===== src/rtl/dual_port_sram_pkg.sv =====
// Shared constants and types for the parametrised dual-port SRAM.
//   READ_ASYNC / READ_SYNC          : values for the READ_MODE parameter
//   RDW_WRITE_FIRST / RDW_READ_FIRST: values for the RDW_MODE parameter
//   sram_state_e                    : clear-sequencer FSM encoding
package dual_port_sram_pkg;

  localparam int READ_ASYNC      = 0;
  localparam int READ_SYNC       = 1;
  localparam int RDW_WRITE_FIRST = 0;
  localparam int RDW_READ_FIRST  = 1;

  typedef enum logic {
    INIT  = 1'b0,
    READY = 1'b1
  } sram_state_e;

endpackage


===== src/rtl/sram_init_ctrl.sv =====
// Post-reset clear sequencer. After rst releases it walks a counter over
// 0..DEPTH-1, one word per cycle, then parks in READY until the next reset.
// Ports:
//   clk, rst   : clock, asynchronous active-high reset
//   clr_we     : clear write enable (high for exactly DEPTH cycles)
//   clr_addr   : word being cleared this cycle
//   init_busy  : port unavailable while the clear runs
module sram_init_ctrl
  import dual_port_sram_pkg::*;
#(
  parameter int ADDR_W = 4,
  parameter int DEPTH  = 16
) (
  input  logic              clk,
  input  logic              rst,
  output logic              clr_we,
  output logic [ADDR_W-1:0] clr_addr,
  output logic              init_busy
);

  localparam logic [ADDR_W-1:0] LAST = ADDR_W'(DEPTH - 1);

  sram_state_e       state;
  logic [ADDR_W-1:0] cnt;

  always_ff @(posedge clk or posedge rst) begin
    if (rst) begin
      state <= INIT;
      cnt   <= '0;
    end else begin
      case (state)
        INIT: begin
          if (cnt == LAST) begin
            state <= READY;
            cnt   <= '0;
          end else begin
            cnt <= cnt + ADDR_W'(1);
          end
        end
        default: state <= READY;
      endcase
    end
  end

  // Outputs come straight from state flops, so they are glitch-free.
  assign clr_we    = (state == INIT);
  assign init_busy = (state == INIT);
  assign clr_addr  = cnt;

endmodule


===== src/rtl/dual_port_sram_param.sv =====
// Parametrised 1W/1R SRAM on a single clock.
//   - READ_MODE selects combinational or 1-cycle registered read.
//   - RDW_MODE picks write-first or read-first for same-address collisions
//     in registered mode.
//   - A clear sequence after reset fills every word with CLEAR_VAL, so no
//     location ever reads X.
// Ports:
//   clk, rst          : clock, asynchronous active-high reset
//   w_en, ad_wr, wr_d : write port
//   r_en, ad_rd       : read request
//   rd_d, rd_valid    : read data and its qualifier
//   init_busy         : clear in progress, port unavailable
//   wr_err            : one-cycle pulse, previous cycle's write was dropped
module dual_port_sram_param
  import dual_port_sram_pkg::*;
#(
  parameter int                 DATA_W    = 8,
  parameter int                 ADDR_W    = 4,
  parameter int                 DEPTH     = 16,
  parameter int                 READ_MODE = READ_ASYNC,
  parameter int                 RDW_MODE  = RDW_WRITE_FIRST,
  parameter logic [DATA_W-1:0]  CLEAR_VAL = '0
) (
  input  logic              clk,
  input  logic              rst,
  input  logic              w_en,
  input  logic [ADDR_W-1:0] ad_wr,
  input  logic [DATA_W-1:0] wr_d,
  input  logic              r_en,
  input  logic [ADDR_W-1:0] ad_rd,
  output logic [DATA_W-1:0] rd_d,
  output logic              rd_valid,
  output logic              init_busy,
  output logic              wr_err
);

  // One extra bit so DEPTH == 2**ADDR_W is representable.
  localparam logic [ADDR_W:0] DEPTH_L = (ADDR_W + 1)'(DEPTH);

  logic [DATA_W-1:0] mem [0:DEPTH-1];

  logic              clr_we;
  logic [ADDR_W-1:0] clr_addr;

  sram_init_ctrl #(
    .ADDR_W (ADDR_W),
    .DEPTH  (DEPTH)
  ) u_init (
    .clk       (clk),
    .rst       (rst),
    .clr_we    (clr_we),
    .clr_addr  (clr_addr),
    .init_busy (init_busy)
  );

  logic wr_in_rng, rd_in_rng, wr_ok;
  assign wr_in_rng = ({1'b0, ad_wr} < DEPTH_L);
  assign rd_in_rng = ({1'b0, ad_rd} < DEPTH_L);
  assign wr_ok     = w_en & wr_in_rng & ~init_busy;

  // Write-port mux: the clear sequencer owns the port during INIT.
  logic              mem_we;
  logic [ADDR_W-1:0] mem_wa;
  logic [DATA_W-1:0] mem_wd;
  assign mem_we = clr_we | wr_ok;
  assign mem_wa = clr_we ? clr_addr : ad_wr;
  assign mem_wd = clr_we ? CLEAR_VAL : wr_d;

  // Storage has no reset. While rst is held the sequencer sits at word 0
  // and rewrites it with CLEAR_VAL, which the restarted clear redoes anyway.
  always_ff @(posedge clk) begin
    if (mem_we) mem[mem_wa] <= mem_wd;
  end

  // Dropped write: during INIT or out of range.
  always_ff @(posedge clk or posedge rst) begin
    if (rst) wr_err <= 1'b0;
    else     wr_err <= w_en & (init_busy | ~wr_in_rng);
  end

  // Raw array read; out-of-range addresses return zero rather than X.
  logic [DATA_W-1:0] mem_rd;
  assign mem_rd = rd_in_rng ? mem[ad_rd] : '0;

  generate
    if (READ_MODE == READ_SYNC) begin : g_sync
      logic [DATA_W-1:0] rd_q;
      logic              vld_q;
      logic              rdw_hit;

      // Only an accepted write can collide with the read.
      assign rdw_hit = wr_ok & (ad_wr == ad_rd);

      always_ff @(posedge clk or posedge rst) begin
        if (rst) begin
          rd_q  <= '0;
          vld_q <= 1'b0;
        end else if (init_busy || !r_en) begin
          vld_q <= 1'b0;
        end else begin
          vld_q <= 1'b1;
          // mem_rd still shows the pre-edge contents, i.e. read-first.
          rd_q  <= (RDW_MODE == RDW_WRITE_FIRST && rdw_hit) ? wr_d : mem_rd;
        end
      end

      assign rd_d     = rd_q;
      assign rd_valid = vld_q;
    end else begin : g_async
      assign rd_d     = init_busy ? '0 : mem_rd;
      assign rd_valid = r_en & ~init_busy;
    end
  endgenerate

endmodule

===== config.mk =====
export PLATFORM = sky130hd
export DESIGN_NAME = dual_port_sram_param
export DESIGN_NICKNAME = d
export VERILOG_FILES = /design/src/rtl/dual_port_sram_pkg.sv /design/src/rtl/sram_init_ctrl.sv /design/src/rtl/dual_port_sram_param.sv
export SDC_FILE = /design/constraint.sdc
export NUM_CORES = 1
export LEC_CHECK = 0
export CAP_MARGIN = 20
export CORE_MARGIN = 4
export CORE_UTILIZATION = 55
export CTS_BUF_LIST = sky130_fd_sc_hd__clkbuf_16
export DETAILED_ROUTE_END_ITERATION = 7
export GPL_ROUTABILITY_DRIVEN = 0
export GPL_TIMING_DRIVEN = 1
export PLACE_DENSITY_LB_ADDON = 0.2
export SETUP_SLACK_MARGIN = 0.4
export SLEW_MARGIN = 25
export SYNTH_ARGS = -nofsm -noshare
export SYNTH_HDL_FRONTEND = slang
export SYNTH_SLANG_ARGS = --single-unit

===== constraint.sdc =====
create_clock -name clk -period 4.85 [get_ports clk]
set_clock_uncertainty 0.05 [all_clocks]
set_input_delay 0.485 -clock clk [delete_from_list [all_inputs] [get_ports clk]]
set_output_delay 0.485 -clock clk [all_outputs]
set_load 0.1 [all_outputs]

==> impl_metrics.prom, run 1 <==
# TYPE chip_impl_metric gauge
chip_impl_info{name="status",value="complete, no violations"} 1
chip_impl_info{name="start_kind",value="input pin"} 1
chip_impl_metric{name="drt.antenna.violating_nets",unit=""} 0
chip_impl_metric{name="data_arrival_time_of_the_critical_path",unit="ns"} 3.54
chip_impl_metric{name="start_util",unit="%"} 56.2
chip_impl_metric{name="comb_power_share",unit="%"} 7.3
chip_impl_metric{name="synth_cell_types",unit=""} 33
chip_impl_metric{name="swShare",unit="%"} 21.7
chip_impl_info{name="hold_class",value="input pin to async pin"} 1
chip_impl_metric{name="synth-seq-cells",unit=""} 134
chip_impl_metric{name="sequentialPowerShare",unit="%"} 48.2
chip_impl_metric{name="pin_count_of_the_biggest_net_entering_global_routing",unit=""} 28
chip_impl_metric{name="post_detailed_route_drc_marker_count",unit=""} 0
chip_impl_info{name="cts-root-buf",value="sky130_fd_sc_hd__clkbuf_16"} 1
chip_impl_metric{name="postCtsSetupBuffers",unit=""} 0
chip_impl_metric{name="max_cap_viols",unit=""} 0
chip_impl_metric{name="syn_nets",unit=""} 346
chip_impl_metric{name="netlist_instances",unit=""} 325
chip_impl_metric{name="grt_remaining_overflow",unit=""} 0
chip_impl_metric{name="setup_viol",unit=""} 0
chip_impl_metric{name="setup_tns",unit="ns"} 0
chip_impl_metric{name="avgSynthCellArea",unit="µm²"} 16.9
chip_impl_metric{name="synth-async-reset-ratio",unit="%"} 4.48
chip_impl_metric{name="synth.cell_area",unit="µm²"} 5500
chip_impl_info{name="crit_path_end_kind",value="primary output"} 1
chip_impl_metric{name="final-max-slew-violation-count",unit=""} 0
chip_impl_metric{name="numClockSinks",unit=""} 134
chip_impl_metric{name="die_area",unit="µm²"} 11700
chip_impl_metric{name="hold_viol",unit=""} 0
chip_impl_metric{name="dpl.hpwl",unit="mm"} 7.34
chip_impl_metric{name="max-clock-path-buffers",unit=""} 2
chip_impl_metric{name="num-nets-final",unit=""} 384
chip_impl_metric{name="clockPowerShare",unit="%"} 44.4
chip_impl_info{name="rsz0062_at_grt",value="false"} 1
chip_impl_metric{name="drive_above_1_share",unit="%"} 10.4
chip_impl_metric{name="h_tree_levels",unit=""} 4
chip_impl_metric{name="floorplan.rows",unit=""} 36
chip_impl_metric{name="timing.final.crit_share",unit="%"} 83.9
chip_impl_info{name="criticalPathCategory",value="input pin to primary output"} 1
chip_impl_metric{name="cellPowerDensity",unit="nW/µm²"} 414
chip_impl_metric{name="antenna_found_initial",unit=""} 0
chip_impl_metric{name="p_int",unit="mW"} 2.07
chip_impl_metric{name="timing.slew.headroom",unit="%"} 34.3
chip_impl_metric{name="cts_resized",unit=""} 0
chip_impl_metric{name="p_sw",unit="mW"} 0.575
chip_impl_metric{name="n_antenna_cell",unit=""} 0
chip_impl_metric{name="clock_latency",unit="ns"} 0.41
chip_impl_metric{name="synth_enable_flop_cells",unit=""} 128
chip_impl_metric{name="die_y",unit="µm"} 108
chip_impl_metric{name="cts.hold.buffers_added",unit=""} 0
chip_impl_metric{name="critPathMaxFanout",unit=""} 14
chip_impl_metric{name="leakage",unit="nW"} 2.26
chip_impl_metric{name="top_level_ports",unit=""} 31
chip_impl_metric{name="post-route-min-period",unit="ns"} 4.07
chip_impl_metric{name="sequential_element_share_of_the_synthesized_area",unit="%"} 72.7
chip_impl_metric{name="hold_ws",unit="ns"} 0.239
chip_impl_metric{name="wl_per_cell",unit="µm"} 21.9
chip_impl_metric{name="max-vdd-ir-drop",unit="mV"} 0.248
chip_impl_metric{name="maxClockFrequency",unit="MHz"} 246
chip_impl_metric{name="grt.total_usage",unit="%"} 21.1
chip_impl_metric{name="clk_pin_slew_worst_paths",unit="ns"} 0.06
chip_impl_metric{name="worst_pin_slew",unit="ns"} 0.982
chip_impl_metric{name="drt-vias-per-instance",unit=""} 5.85
chip_impl_metric{name="die-width",unit="µm"} 108
chip_impl_metric{name="synthToLayoutAreaGrowth",unit="%"} 16.2
chip_impl_metric{name="cts-buffers-inserted",unit=""} 17
chip_impl_metric{name="core",unit="µm²"} 9770
chip_impl_metric{name="initialDrtViolationCount",unit=""} 393
chip_impl_metric{name="required",unit="ns"} 4.32
chip_impl_info{name="cts_tree",value="built"} 1
chip_impl_metric{name="io_buffer_count",unit=""} 30
chip_impl_metric{name="synthesis.yosys.warnings",unit=""} 0
chip_impl_metric{name="drt_wl_total",unit="mm"} 11.1
chip_impl_metric{name="grt_pass1_wl",unit="mm"} 17.4
chip_impl_info{name="synth_flop_cell",value="sky130_fd_sc_hd__edfxtp_1"} 1
chip_impl_metric{name="drtPass1Iterations",unit=""} 7
chip_impl_metric{name="vias_in_the_first_global_route",unit=""} 2982
chip_impl_metric{name="via_count",unit=""} 2973
-- layer usage --
| layer | global-route usage [%] | wire length, µm |
|---|---|---|
| met1 | 30.7 | 5120 |
| met2 | 31.1 | 5180 |
| met3 | 6.51 | 689 |
| met4 | 6.22 | 151 |
| met5 | 0 | 0 |
-- layout by cell type, fill, tap and decap left out --
| cell type | instances |
|---|---|
| sky130_fd_sc_hd__edfxtp_1 | 128 |
| sky130_fd_sc_hd__mux2i_1 | 46 |
| sky130_fd_sc_hd__nor2_1 | 25 |
| sky130_fd_sc_hd__clkdlybuf4s50_1 | 22 |
| sky130_fd_sc_hd__a22oi_1 | 19 |
| sky130_fd_sc_hd__clkbuf_16 | 17 |
| sky130_fd_sc_hd__nand2_1 | 16 |
| sky130_fd_sc_hd__and2_1 | 10 |
| sky130_fd_sc_hd__buf_4 | 10 |
| sky130_fd_sc_hd__nand3_1 | 8 |
| sky130_fd_sc_hd__mux4_1 | 8 |
| sky130_fd_sc_hd__nor2b_1 | 6 |
| sky130_fd_sc_hd__o21ai_1 | 6 |
| sky130_fd_sc_hd__nand2b_1 | 6 |
| sky130_fd_sc_hd__dfrtp_1 | 6 |
| sky130_fd_sc_hd__inv_1 | 4 |
| sky130_fd_sc_hd__clkinv_1 | 4 |
| sky130_fd_sc_hd__o31ai_1 | 3 |
| sky130_fd_sc_hd__a21oi_1 | 3 |
| sky130_fd_sc_hd__a31oi_1 | 3 |
| sky130_fd_sc_hd__clkinv_2 | 3 |
| sky130_fd_sc_hd__o21ai_0 | 2 |
| sky130_fd_sc_hd__a22o_1 | 2 |
| sky130_fd_sc_hd__o2111ai_1 | 2 |
| sky130_fd_sc_hd__nor3_1 | 2 |
| sky130_fd_sc_hd__a32oi_1 | 2 |
| sky130_fd_sc_hd__clkinvlp_4 | 2 |
| sky130_fd_sc_hd__bufinv_16 | 2 |
| sky130_fd_sc_hd__inv_2 | 1 |
| sky130_fd_sc_hd__mux2_2 | 1 |
| sky130_fd_sc_hd__xnor2_1 | 1 |
| sky130_fd_sc_hd__mux4_2 | 1 |
| sky130_fd_sc_hd__o32a_1 | 1 |
| sky130_fd_sc_hd__ha_1 | 1 |
| sky130_fd_sc_hd__clkinv_4 | 1 |
| sky130_fd_sc_hd__buf_2 | 1 |
-- power groups by stage --
stage | registers, mW | logic, mW | clock network (mW)
after floorplan | 1.30 | 0.138 | 0
after global routing | 1.28 | 0.204 | 1.25
after global placement | 1.30 | 0.190 | 0
final | 1.28 | 0.194 | 1.18
after CTS | 1.28 | 0.193 | 1.18
after detailed placement | 1.30 | 0.192 | 0
-- worst paths after layout --
path	start	endpoint	slack (ns)	cells after the start
worst max-delay path	ad_rd[2]	rd_d[6]	0.78	6
worst min-delay path	rst	wr_err	0.24	2
worst max register to register	u_init.state	mem[13][1]	2.41	3
worst min register to register	u_init.clr_addr[2]	u_init.clr_addr[2]	0.55	1
max in group asynchronous	rst	u_init.clr_addr[3]	4.32	2
min in group clk	u_init.clr_addr[2]	u_init.clr_addr[2]	0.55	1
-- state kept, by name, summed over array words and instances (netlist names) --
register and flops:
wr_err 1, u_init.state 1, u_init.clr_addr 4, mem 128
-- worst max-delay path: stages --
cell	delay, ns
sky130_fd_sc_hd__clkdlybuf4s50_1	0.84
sky130_fd_sc_hd__nor2b_1	0.84
sky130_fd_sc_hd__a22oi_1	0.15
sky130_fd_sc_hd__nand3_1	0.14
sky130_fd_sc_hd__o21ai_1	0.08
sky130_fd_sc_hd__clkdlybuf4s50_1	0.99
-- kinds of logic (layout without fill, tap and decap cells) --
group | after synthesis | in the layout | synth area share (%)
AND/OR/NAND/NOR | 73 | 73 | 6.21
flip-flops | 134 | 134 | 72.7
XOR/XNOR | 1 | 1 | 0.159
adder cells (fa/ha/maj) | 1 | 1 | 0.228
AO/OA/AOI/OAI | 43 | 43 | 5.49
multiplexers | 56 | 56 | 12.8
buffers and inverters | 17 | 67 | 2.44
-- cell usage after synthesis, types with 6 or more instances --
cell	number	area, µm²
sky130_fd_sc_hd__a22oi_1	19	143
sky130_fd_sc_hd__and2_1	10	62.6
sky130_fd_sc_hd__dfrtp_1	6	150
sky130_fd_sc_hd__edfxtp_1	128	3840
sky130_fd_sc_hd__mux2i_1	46	460
sky130_fd_sc_hd__mux4_1	8	210
sky130_fd_sc_hd__nand2_1	16	60.1
sky130_fd_sc_hd__nand2b_1	6	37.5
sky130_fd_sc_hd__nand3_1	8	40.0
sky130_fd_sc_hd__nor2_1	25	93.8
sky130_fd_sc_hd__nor2b_1	6	37.5
sky130_fd_sc_hd__o21ai_1	6	30.0
-- metrics by stage --
stage	power, mW	cell area [µm²]	util, %	cells	setup slack (ns)
6_report	2.65	6390	65.3	508	0.779
5_1_grt	2.73	6390	65.3	508	0.601
4_1_cts	2.65	6390	65.3	508	0.807
3_5_place_dp	1.49	5840	59.8	477	0.826
3_3_place_gp	1.49	5840	59.8	477	0.934
2_1_floorplan	1.44	5500	-	325	0.896
-- area by class of cell --
class	count	area, µm²
sequential	134	3990
multi-input combinational	174	1370
clock buffer	17	425
clock inverter	14	121
timing repair buffer	33	300
inverter	3	11.3
tap	133	166
fill	684	3390
Power figures use the tool's default switching activity.
==> run 2, diff against run 1 <==
Clock period 4.85 ns to 3.9 ns, I/O delays scaled along.
==> run 2 against run 1 <==
Sequential power rose by 24%. Routed wire length fell by 1.8%. Worst hold slack got worse by 0.10 ns. Final cell count rose by 0.39%. First-iteration DRC count fell by 30%. Largest cell class unchanged.
==> impl_metrics.prom, run 2 (synthesis gave the netlist of run 1 again) <==
# TYPE chip_impl_metric gauge
chip_impl_info{name="cts_tree",value="built"} 1
chip_impl_metric{name="hold_viol",unit=""} 0
chip_impl_metric{name="clock_latency",unit="ns"} 0.41
chip_impl_metric{name="via_count",unit=""} 2914
chip_impl_metric{name="rr_worst_depth",unit=""} 3
chip_impl_metric{name="grt.total_usage",unit="%"} 20.6
chip_impl_metric{name="numClockSinks",unit=""} 134
chip_impl_metric{name="sequentialPowerShare",unit="%"} 45.2
chip_impl_info{name="criticalPathCategory",value="flip-flop to primary output"} 1
chip_impl_metric{name="drive_above_1_share",unit="%"} 12.5
chip_impl_info{name="start_kind",value="flip-flop"} 1
chip_impl_metric{name="n_fill_cell",unit=""} 694
chip_impl_info{name="worst_r2r_startpoint",value="u_init.state"} 1
chip_impl_metric{name="summed_area_of_non_filler_cells_in_the_final_layout",unit="µm²"} 6490
chip_impl_metric{name="groute.layer.met3.usage",unit="%"} 5.37
chip_impl_metric{name="postCtsSetupBuffers",unit=""} 0
chip_impl_metric{name="max-clock-path-buffers",unit=""} 2
chip_impl_metric{name="cts.hold.buffers_added",unit=""} 0
chip_impl_metric{name="h_tree_levels",unit=""} 4
chip_impl_metric{name="n_antenna_cell",unit=""} 0
chip_impl_metric{name="timing.slew.headroom",unit="%"} 34.7
chip_impl_metric{name="clockPowerShare",unit="%"} 47.9
chip_impl_info{name="grt_most_used_layer",value="met2"} 1
chip_impl_metric{name="grtUsageMet2",unit="%"} 30.9
chip_impl_info{name="hold_class",value="input pin to async pin"} 1
chip_impl_metric{name="cellPowerDensity",unit="nW/µm²"} 541
chip_impl_metric{name="die_area",unit="µm²"} 11700
chip_impl_metric{name="setup_tns",unit="ns"} 0
chip_impl_metric{name="required",unit="ns"} 3.46
chip_impl_metric{name="floorplan.rows",unit=""} 36
chip_impl_metric{name="data_arrival_time_of_the_critical_path",unit="ns"} 2.72
chip_impl_metric{name="pin_count_of_the_biggest_net_entering_global_routing",unit=""} 26
chip_impl_info{name="rsz0062_at_grt",value="false"} 1
chip_impl_metric{name="grt_remaining_overflow",unit=""} 0
chip_impl_metric{name="die_y",unit="µm"} 108
chip_impl_info{name="most-common-layout-cells",value="128 x sky130_fd_sc_hd__edfxtp_1, 46 x sky130_fd_sc_hd__mux2i_1, 25 x sky130_fd_sc_hd__nor2_1, 21 x sky130_fd_sc_hd__clkdlybuf4s50_1, 19 x sky130_fd_sc_hd__a22oi_1"} 1
chip_impl_info{name="cts-root-buf",value="sky130_fd_sc_hd__clkbuf_16"} 1
chip_impl_metric{name="cts_resized",unit=""} 0
chip_impl_metric{name="core",unit="µm²"} 9770
chip_impl_info{name="layout_commonest_cell",value="sky130_fd_sc_hd__edfxtp_1"} 1
chip_impl_metric{name="drtPass1Iterations",unit=""} 5
chip_impl_metric{name="drt_wl_total",unit="mm"} 10.9
chip_impl_metric{name="grt_use_met1",unit="%"} 29.7
chip_impl_metric{name="final-max-slew-violation-count",unit=""} 0
chip_impl_metric{name="p_int",unit="mW"} 2.78
chip_impl_metric{name="critPathMaxFanout",unit=""} 24
chip_impl_metric{name="cts-buffers-inserted",unit=""} 17
chip_impl_metric{name="wl_per_cell",unit="µm"} 21.5
chip_impl_metric{name="setup_viol",unit=""} 0
chip_impl_metric{name="num-nets-final",unit=""} 385
chip_impl_info{name="reg2reg_to",value="mem[1][1]"} 1
chip_impl_metric{name="r2r_slack",unit="ns"} 1.37
chip_impl_metric{name="post_detailed_route_drc_marker_count",unit=""} 0
chip_impl_metric{name="io_buffer_count",unit=""} 30
chip_impl_metric{name="max-vdd-ir-drop",unit="mV"} 0.283
chip_impl_metric{name="synthToLayoutAreaGrowth",unit="%"} 18.1
chip_impl_metric{name="leakage",unit="nW"} 2.30
chip_impl_metric{name="initialDrtViolationCount",unit=""} 277
chip_impl_metric{name="clk_pin_slew_worst_paths",unit="ns"} 0.05
chip_impl_metric{name="start_util",unit="%"} 56.2
chip_impl_metric{name="largest_reg_flops",unit=""} 128
chip_impl_metric{name="p_sw",unit="mW"} 0.729
chip_impl_metric{name="worst_pin_slew",unit="ns"} 0.977
chip_impl_metric{name="post-route-min-period",unit="ns"} 3.16
chip_impl_metric{name="swShare",unit="%"} 20.8
chip_impl_metric{name="max_cap_viols",unit=""} 0
chip_impl_metric{name="drt.antenna.violating_nets",unit=""} 0
chip_impl_metric{name="vias_in_the_first_global_route",unit=""} 2914
chip_impl_metric{name="die-width",unit="µm"} 108
chip_impl_metric{name="timing.final.crit_share",unit="%"} 81.0
chip_impl_metric{name="maxClockFrequency",unit="MHz"} 317
chip_impl_metric{name="dpl.hpwl",unit="mm"} 7.35
chip_impl_info{name="status",value="complete, no violations"} 1
chip_impl_metric{name="grt_pass1_wl",unit="mm"} 16.9
chip_impl_metric{name="drt-vias-per-instance",unit=""} 5.71
chip_impl_metric{name="top_level_ports",unit=""} 31
chip_impl_metric{name="comb_power_share",unit="%"} 6.9
chip_impl_metric{name="post_dp_cell_area",unit="µm²"} 5860
chip_impl_info{name="crit_path_end_kind",value="primary output"} 1
chip_impl_info{name="max_flop_register",value="mem"} 1
chip_impl_metric{name="antenna_found_initial",unit=""} 0
## run 2: power groups by stage
stage	Combinational (mW)	Sequential [mW]	Clock, mW
5_1_grt	0.254	1.59	1.78
2_1_floorplan	0.174	1.61	0
4_1_cts	0.241	1.59	1.70
3_3_place_gp	0.238	1.62	0
6_report	0.241	1.59	1.68
3_5_place_dp	0.241	1.62	0
## run 2: area by class of cell
cell class	instances	area, µm²	area share (%)
clock inverters	15	211	3.26
clock buffers	17	425	6.55
inverters	3	11.3	0.173
well taps	133	166	2.56
flip-flops and latches	134	3990	61.5
multi-input cells	174	1380	21.2
repair buffers	34	305	4.70
## run 2: worst max path at each step
stage	to	from
4_1_cts	rd_d[4]	u_init.state
2_1_floorplan	rd_d[5]	ad_rd[0]
3_5_place_dp	rd_d[4]	ad_rd[0]
3_3_place_gp	rd_d[4]	ad_rd[0]
5_1_grt	rd_d[4]	u_init.state
6_report	rd_d[3]	u_init.state
## run 2: per-layer routing
layer | wire length, µm | share of wire, %
met4 | 55 | 0.50
met5 | 0 | 0
met2 | 5350 | 49
met1 | 4860 | 44
met3 | 678 | 6.2
## run 2: per-stage QoR
step | std cells | hold WS (ns) | power (mW) | setup slack (ns) | util [%]
CTS | 510 | 0.126 | 3.53 | 0.817 | 66.4
floorplan | 325 | 0.131 | 1.79 | 0.960 | -
finish | 510 | 0.136 | 3.51 | 0.741 | 66.4
global placement | 478 | 0.507 | 1.85 | 0.958 | 59.9
detailed placement | 478 | 0.521 | 1.86 | 0.958 | 59.9
global route | 510 | 0.135 | 3.62 | 0.507 | 66.4
## run 2: worst max-delay path, cell delays in order (launching register included)
cell,delay (ns)
sky130_fd_sc_hd__dfrtp_1,0.74
sky130_fd_sc_hd__inv_2,0.20
sky130_fd_sc_hd__nor2_1,0.60
sky130_fd_sc_hd__o2111ai_1,0.28
sky130_fd_sc_hd__o31ai_2,0.14
sky130_fd_sc_hd__buf_4,0.34
